<file path="src/rtl/hazard_stall_ctrl_pkg.sv">
// Shared constants and helpers for the pipeline stall controller.
// TUSE_NONE marks an operand the D-stage instruction does not read.
// The mult/div busy lengths are the default timer loads.
package hazard_stall_ctrl_pkg;

  localparam logic [1:0] TUSE_NONE      = 2'd3;
  localparam int         MD_MULT_CYCLES = 5;
  localparam int         MD_DIV_CYCLES  = 10;
  localparam logic       MD_OP_MULT     = 1'b0;
  localparam logic       MD_OP_DIV      = 1'b1;

  // A D-stage operand must wait when a younger-stage producer of the same
  // register delivers its result later than the operand is consumed.
  // The TUSE_NONE test is redundant because Tnew never exceeds 2. It is kept
  // so the intent is visible at the comparator.
  function automatic logic operand_stall(
    input logic [4:0] addr,
    input logic [1:0] tuse,
    input logic [4:0] e_wa,
    input logic [1:0] e_tnew,
    input logic [4:0] m_wa,
    input logic [1:0] m_tnew
  );
    return (addr != 5'd0) && (tuse != TUSE_NONE) &&
           (((addr == e_wa) && (e_tnew > tuse)) ||
            ((addr == m_wa) && (m_tnew > tuse)));
  endfunction

endpackage

</file>
<file path="src/rtl/hazard_stall_ctrl_if.sv">
// Signal bundle between the pipeline datapath and the stall controller.
// There is no valid/ready handshake. Every field is a same-cycle level.
// The datapath (master) presents the D/E/M hazard descriptors and the md start
// pulse. The controller (slave) answers combinationally in that same cycle with
// the enables and the bubble request.
interface hazard_stall_ctrl_if;
  logic [4:0] d_rs_addr;
  logic [4:0] d_rt_addr;
  logic [1:0] d_rs_tuse;
  logic [1:0] d_rt_tuse;
  logic       d_is_md;
  logic [4:0] e_wa;
  logic [1:0] e_tnew;
  logic [4:0] m_wa;
  logic [1:0] m_tnew;
  logic       e_md_start;
  logic       e_md_op;
  logic       pc_we;
  logic       fd_we;
  logic       de_clr;
  logic       md_busy;

  modport master (
    output d_rs_addr, d_rt_addr, d_rs_tuse, d_rt_tuse, d_is_md,
    output e_wa, e_tnew, m_wa, m_tnew, e_md_start, e_md_op,
    input  pc_we, fd_we, de_clr, md_busy
  );

  modport slave (
    input  d_rs_addr, d_rt_addr, d_rs_tuse, d_rt_tuse, d_is_md,
    input  e_wa, e_tnew, m_wa, m_tnew, e_md_start, e_md_op,
    output pc_we, fd_we, de_clr, md_busy
  );
endinterface

</file>
<file path="src/rtl/hazard_stall_ctrl_md_busy_timer.sv">
// Multiply/divide busy timer. The timer loads the op latency on a start pulse
// while idle, then counts down to zero. A start pulse that arrives while the
// timer is counting is ignored.
module hazard_stall_ctrl_md_busy_timer
  import hazard_stall_ctrl_pkg::*;
#(
  parameter int MULT_CYCLES = MD_MULT_CYCLES,
  parameter int DIV_CYCLES  = MD_DIV_CYCLES,
  parameter int CNT_W       = 4
) (
  input  logic clk,
  input  logic reset,
  input  logic md_start,
  input  logic md_op,
  output logic md_busy
);

  logic [CNT_W-1:0] md_cnt_d;
  logic [CNT_W-1:0] md_cnt_q;

  // Next count: decrement while running, load on a start pulse while idle.
  always_comb begin
    md_cnt_d = md_cnt_q;
    if (md_cnt_q != '0) begin
      md_cnt_d = md_cnt_q - CNT_W'(1);
    end else if (md_start) begin
      unique case (md_op)
        MD_OP_MULT: md_cnt_d = CNT_W'(MULT_CYCLES);
        MD_OP_DIV:  md_cnt_d = CNT_W'(DIV_CYCLES);
        default:    md_cnt_d = '0;
      endcase
    end
  end

  // Count register. Reset wins over a coincident start pulse.
  always_ff @(posedge clk) begin
    if (reset) md_cnt_q <= '0;
    else       md_cnt_q <= md_cnt_d;
  end

  // Busy is masked during reset so the output is clean in the same cycle.
  always_comb begin
    md_busy = (md_cnt_q != '0) && !reset;
  end

endmodule

</file>
<file path="src/rtl/hazard_stall_ctrl.sv">
// Pipeline stall controller for the five-stage MIPS core.
// The controller compares D-stage Tuse against E/M-stage Tnew and serialises
// HI/LO users behind an in-flight mult/div. It drives the PC and F/D write
// enables and the D/E bubble clear.
// Optional feature macro: STALL_STAT_EN adds a wrapping 32-bit stall counter
// on the stall_cnt port.
module hazard_stall_ctrl
  import hazard_stall_ctrl_pkg::*;
#(
  parameter int MULT_CYCLES = MD_MULT_CYCLES,
  parameter int DIV_CYCLES  = MD_DIV_CYCLES,
  parameter int CNT_W       = 4
) (
  input  logic                clk,
  input  logic                reset,
  hazard_stall_ctrl_if.slave  hz
`ifdef STALL_STAT_EN
  ,
  output logic [31:0]         stall_cnt
`endif
);

  logic md_busy;
  logic rs_stall;
  logic rt_stall;
  logic md_stall;
  logic stall;

  hazard_stall_ctrl_md_busy_timer #(
    .MULT_CYCLES (MULT_CYCLES),
    .DIV_CYCLES  (DIV_CYCLES),
    .CNT_W       (CNT_W)
  ) u_md_busy_timer (
    .clk      (clk),
    .reset    (reset),
    .md_start (hz.e_md_start),
    .md_op    (hz.e_md_op),
    .md_busy  (md_busy)
  );

  // Hazard comparators and output mux. All are combinational from the current
  // inputs. Reset forces the pipeline to run freely.
  always_comb begin
    rs_stall = operand_stall(hz.d_rs_addr, hz.d_rs_tuse, hz.e_wa, hz.e_tnew,
                             hz.m_wa, hz.m_tnew);
    rt_stall = operand_stall(hz.d_rt_addr, hz.d_rt_tuse, hz.e_wa, hz.e_tnew,
                             hz.m_wa, hz.m_tnew);
    md_stall = hz.d_is_md && (md_busy || hz.e_md_start);
    stall    = (rs_stall || rt_stall || md_stall) && !reset;
    hz.pc_we   = !stall;
    hz.fd_we   = !stall;
    hz.de_clr  = stall;
    hz.md_busy = md_busy;
  end

`ifdef STALL_STAT_EN
  logic [31:0] stall_cnt_d;
  logic [31:0] stall_cnt_q;

  // Count stall cycles. The counter wraps naturally at 32 bits.
  always_comb begin
    stall_cnt_d = stall_cnt_q;
    if (stall) stall_cnt_d = stall_cnt_q + 32'd1;
  end

  // Stall counter register.
  always_ff @(posedge clk) begin
    if (reset) stall_cnt_q <= '0;
    else       stall_cnt_q <= stall_cnt_d;
  end

  assign stall_cnt = stall_cnt_q;
`endif

endmodule

</file>
<file path="src/flat_wrapper.sv">
// flat-port wrapper written by rule: the top's interface ports become plain ports
module hazard_stall_ctrl_flat import hazard_stall_ctrl_pkg::*;
#(
  parameter int MULT_CYCLES = MD_MULT_CYCLES,
  parameter int DIV_CYCLES  = MD_DIV_CYCLES,
  parameter int CNT_W       = 4
)
  (clk, reset, hz_d_rs_addr, hz_d_rt_addr, hz_d_rs_tuse, hz_d_rt_tuse, hz_d_is_md, hz_e_wa, hz_e_tnew, hz_m_wa, hz_m_tnew, hz_e_md_start, hz_e_md_op, hz_pc_we, hz_fd_we, hz_de_clr, hz_md_busy);
  hazard_stall_ctrl_if hz_i ();
  input  logic clk;
  input  logic reset;
  input wire logic [$bits(hz_i.d_rs_addr)-1:0] hz_d_rs_addr;
  input wire logic [$bits(hz_i.d_rt_addr)-1:0] hz_d_rt_addr;
  input wire logic [$bits(hz_i.d_rs_tuse)-1:0] hz_d_rs_tuse;
  input wire logic [$bits(hz_i.d_rt_tuse)-1:0] hz_d_rt_tuse;
  input wire logic [$bits(hz_i.d_is_md)-1:0] hz_d_is_md;
  input wire logic [$bits(hz_i.e_wa)-1:0] hz_e_wa;
  input wire logic [$bits(hz_i.e_tnew)-1:0] hz_e_tnew;
  input wire logic [$bits(hz_i.m_wa)-1:0] hz_m_wa;
  input wire logic [$bits(hz_i.m_tnew)-1:0] hz_m_tnew;
  input wire logic [$bits(hz_i.e_md_start)-1:0] hz_e_md_start;
  input wire logic [$bits(hz_i.e_md_op)-1:0] hz_e_md_op;
  output wire logic [$bits(hz_i.pc_we)-1:0] hz_pc_we;
  output wire logic [$bits(hz_i.fd_we)-1:0] hz_fd_we;
  output wire logic [$bits(hz_i.de_clr)-1:0] hz_de_clr;
  output wire logic [$bits(hz_i.md_busy)-1:0] hz_md_busy;
  assign hz_i.d_rs_addr = hz_d_rs_addr;
  assign hz_i.d_rt_addr = hz_d_rt_addr;
  assign hz_i.d_rs_tuse = hz_d_rs_tuse;
  assign hz_i.d_rt_tuse = hz_d_rt_tuse;
  assign hz_i.d_is_md = hz_d_is_md;
  assign hz_i.e_wa = hz_e_wa;
  assign hz_i.e_tnew = hz_e_tnew;
  assign hz_i.m_wa = hz_m_wa;
  assign hz_i.m_tnew = hz_m_tnew;
  assign hz_i.e_md_start = hz_e_md_start;
  assign hz_i.e_md_op = hz_e_md_op;
  assign hz_pc_we = hz_i.pc_we;
  assign hz_fd_we = hz_i.fd_we;
  assign hz_de_clr = hz_i.de_clr;
  assign hz_md_busy = hz_i.md_busy;
  hazard_stall_ctrl #(.MULT_CYCLES(MULT_CYCLES), .DIV_CYCLES(DIV_CYCLES), .CNT_W(CNT_W)) u_core (.clk(clk), .reset(reset), .hz(hz_i));
endmodule
</file>
<file path="config.mk">
export PLATFORM = sky130hd
export DESIGN_NAME = hazard_stall_ctrl_flat
export DESIGN_NICKNAME = d
export VERILOG_FILES = /design/src/rtl/hazard_stall_ctrl_pkg.sv /design/src/rtl/hazard_stall_ctrl_if.sv /design/src/rtl/hazard_stall_ctrl_md_busy_timer.sv /design/src/rtl/hazard_stall_ctrl.sv /design/src/flat_wrapper.sv
export SDC_FILE = /design/constraint.sdc
export NUM_CORES = 1
export LEC_CHECK = 0
export BUFFER_PORTS_ARGS = -buffer_cell sky130_fd_sc_hd__clkbuf_2
export CORE_MARGIN = 2
export CORE_UTILIZATION = 39
export CTS_CLUSTER_DIAMETER = 50
export DETAILED_ROUTE_END_ITERATION = 8
export PLACE_DENSITY = 0.74
export RECOVER_POWER = 25
export SLEW_MARGIN = 20
export SYNTH_ARGS = -nofsm -noshare
export SYNTH_HDL_FRONTEND = slang
export SYNTH_SLANG_ARGS = --single-unit
</file>
<file path="constraint.sdc">
create_clock -name clk -period 1.85 [get_ports clk]
set_input_delay 0.37 -clock clk [delete_from_list [all_inputs] [get_ports clk]]
set_output_delay 0.37 -clock clk [all_outputs]
set_load 0.05 [all_outputs]
</file>
==> impl_metrics.py <==
metrics = {
    "sta": {
        "grt_setup_unrepaired": "true",
        "whs_ns": 0.426,
        "achievable-frequency_ghz": 0.476,
        "worst_slew_pin_slew_ns": 0.308,
        "timing.final.ws_setup_ns": -0.251,
        "finalHoldViolCount": 0,
        "max_slew_violations": 0,
        "fin_setup_tns_ns": -0.838,
        "max_slew_margin_pct": 79.5,
        "period_needed_ns": 2.10,
        "fin_worst_skew_ns": 0.00448,
        "min_period_over_period_pct": 114,
        "setup-violations-final": 4,
    },
    "synthesis": {
        "proportion_of_synthesized_chip_area_in_sequential_cells_pct": 11.7,
        "avgSynthCellArea_sq_um": 7.33,
        "synthCells": 93,
        "async_flop_share_pct": 0,
        "synth_most_common_cell": "sky130_fd_sc_hd__xnor2_1",
        "synth_edf_count": 0,
        "synth_area_leaders": "sky130_fd_sc_hd__ha_1 (17%), sky130_fd_sc_hd__xnor2_1 (14%), sky130_fd_sc_hd__dfxtp_1 (12%)",
        "syn-cell-area_sq_um": 682,
        "ys_top_cells_by_count": "sky130_fd_sc_hd__xnor2_1 (11), sky130_fd_sc_hd__ha_1 (9), sky130_fd_sc_hd__inv_1 (9), sky130_fd_sc_hd__xor2_1 (9), sky130_fd_sc_hd__a21oi_1 (7)",
        "synth.lib_cells_used.distinct": 23,
        "synth_warnings": 0,
        "ys_dominant_reg_cell": "sky130_fd_sc_hd__dfxtp_1",
        "yosys_register_bits": 4,
        "postSynthNetCount": 135,
        "synthDominantAreaCellType": "sky130_fd_sc_hd__ha_1",
        "post-synth-top-area-fraction_pct": 16.5,
    },
    "worst_setup_path": {
        "max_stage_delay_ns": 0.37,
        "critical_path.reg2reg.endpoint": "u_core.u_md_busy_timer.md_cnt_q[0]",
        "worstSetupEndpoint": "hz_fd_we",
        "crit_start": "u_core.u_md_busy_timer.md_cnt_q[0]",
        "worst_reg2reg_path_length_in_cells": 7,
        "cp-start-kind": "register",
        "critical_path_required_ns": 1.48,
        "worst-path-max-fanout": 2,
        "timing.critical_path.cells": "inv_2 > ha_4 > or3b_4 > nor2_2 > nor2_1 > nand2_1 > and3_4 > clkbuf_16",
        "crit_arrival_ns": 1.73,
        "cp-end-kind": "output pin",
        "regToRegSetupSlack_ns": 0.33,
        "worst-setup-path-type": "register to output pin",
        "reg2reg_from": "u_core.u_md_busy_timer.md_cnt_q[0]",
        "crit_path_top_delay_cell": "sky130_fd_sc_hd__or3b_4",
    },
    "global_route": {
        "globalRouteTotalUtil_pct": 20.2,
        "maximum_number_of_pins_on_one_net_before_global_route_repair": 8,
        "number_of_antenna_violations_at_the_first_check_in_global_routing": 0,
        "global_routing_usage_on_met2_pct": 40.3,
        "overflow": 0,
        "grt-busiest-layer": "met2",
        "groute.layer.met1.usage_pct": 21.1,
        "first_global_vias": 797,
        "first_pass_grt_wire_length_mm": 3.04,
        "met3_usage_pct": 2.38,
    },
    "run_status": {
        "run_status": "finished with violations",
        "violations": "setup timing",
    },
    "floorplanning": {
        "floorplan.initialDensity_pct": 40.4,
        "boundaryPins": 37,
        "die_h_microns": 45.8,
        "core_region_area_sq_mm": 0.00169,
        "dieWidth_microns": 45.8,
        "fp.dieArea_sq_mm": 0.00210,
        "placement_row_count": 15,
    },
    "clock_network": {
        "clk_pin_slew_worst_paths_ns": 0.04,
        "cts_tree": "done",
        "clockRootBuffer": "sky130_fd_sc_hd__clkbuf_4",
        "latest_clock_arrival_within_the_worst_skew_pair_ns": 0.23,
        "numClockSinks": 4,
        "number_of_clock_buffers_inserted_by_tritoncts": 3,
        "cts-root-to-sink-buffers": 2,
        "cts_max_level": 1,
    },
    "placed_design": {
        "dp_slack_ns": -0.395,
        "dp_hpwl_mm": 1.68,
        "gp_congestion": 0.751,
        "numPlacedInstances": 156,
        "io_buffer_count": 36,
    },
    "drt": {
        "route.detailed.wl_per_inst_microns": 12.2,
        "drt_iter0_markers": 12,
        "routed_wirelength_mm": 1.99,
        "drtPass1Iterations": 4,
        "num_vias": 822,
        "drc_errors": 0,
        "routed_vias_inst": 5.04,
        "postRouteAntennaNets": 0,
    },
    "power_and_ir_drop": {
        "pd_cells_mw_per_mm2": 896,
        "post-layout-total-power_w": 0.00102,
        "power_leakage_nw": 0.554,
        "irDropWorstVdd_mv": 0.777,
    },
    "worst_hold_path": {
        "timing.hold.worst.class": "input pin to register",
        "min-delay-start": "reset",
    },
    "flow_run": {
        "drv.max_cap_violation_count": 0,
    },
    "cells_and_area": {
        "fin_nets": 190,
        "max_flop_register": "u_core.u_md_busy_timer.md_cnt_q",
        "num_antenna_cells": 0,
        "layout_top_registers": "u_core.u_md_busy_timer.md_cnt_q: 4 flops",
        "largest_reg_flops": 4,
        "layout-area-overhead-vs-synth_pct": 67.5,
        "layout_cell_share_with_drive_strength_beyond_1_pct": 45.9,
        "instances_no_fill": 163,
    },
}
logic make-up (layout without fill, tap and decap cells):
kind of cell,Yosys count,in the layout,share of synthesized area (%)
and+or+nand+nor,34,34,26.2
xor gates and xnor gates,20,20,25.7
AOI/OAI and AO/OA,16,16,13.8
buffers and inverters,10,63,6.06
adders and majority gates,9,9,16.5
DFF,4,4,11.7
worst min path at each step:
stage	endpoint	slack (ns)	depth (start not counted)
floorplan	u_core.u_md_busy_timer.md_cnt_q[1]	0.44	1
global placement	u_core.u_md_busy_timer.md_cnt_q[3]	0.49	1
detailed placement	u_core.u_md_busy_timer.md_cnt_q[3]	0.50	1
CTS	u_core.u_md_busy_timer.md_cnt_q[1]	0.41	2
global route	u_core.u_md_busy_timer.md_cnt_q[1]	0.45	2
finish	u_core.u_md_busy_timer.md_cnt_q[1]	0.43	2
critical path: cells and delay by family (launching register included):
kind / cells / cell delay (ns)
adders and majority gates: 1 / 0.13
buffers and inverters: 2 / 0.23
DFF: 1 / 0.32
and+or+nand+nor: 5 / 0.80
cells in the final DEF, fill, tap and decap left out, drive strengths merged:
cell	synthesis	routed
or3b	1	1
o21ai	5	5
xnor2	11	11
nand3	1	1
dfxtp	4	4
nand2	6	6
inv	9	9
a211oi	1	1
o2111ai	1	1
nand4	3	3
nor2b	4	4
nor2	7	7
xor2	9	9
a21oi	7	7
nand2b	1	1
buf	1	15
clkbuf	0	39
and3	1	1
a221oi	2	2
ha	9	9
nor3	6	6
nor4	4	4
power by group:
part	leakage (nW)	total, W	internal, W	switching [W]
Sequential	0.0336	0.000167	0.000130	0.0000370
Clock	0.0138	0.000106	0.0000724	0.0000336
Combinational	0.507	0.000751	0.000411	0.000340
metal layers:
layer / routed length, microns / vias to the layer above
met5: 0 / -
met4: 21 / 0
met3: 93 / 4
met2: 1020 / 32
met1: 859 / 354
li1: - / 432
per-stage QoR:
step	area (sq um)	util, %
6_report	1140	67.6
5_1_grt	1140	67.6
4_1_cts	1120	66.4
3_5_place_dp	1000	59.4
3_3_place_gp	1000	59.4
2_1_floorplan	734	-
layout make-up:
cell class                 instances  area, sq um
timing repair buffer              51          359
sequential                         4         82.6
inverter                           9         46.3
tap                               17         21.3
multi-input combinational         79          611
fill                             155          547
clock buffer                       3         22.5
repair_timing:
action | in CTS | in global routing
gates resized for setup | 14 | 2
hold buffers | 0 | 0
cloned | 0 | 0
setup endpoints to repair | 4 | 4
buffers inserted | 3 | 1
pin swaps | 8 | 1
No activity file was read; power rests on OpenSTA's default activity.
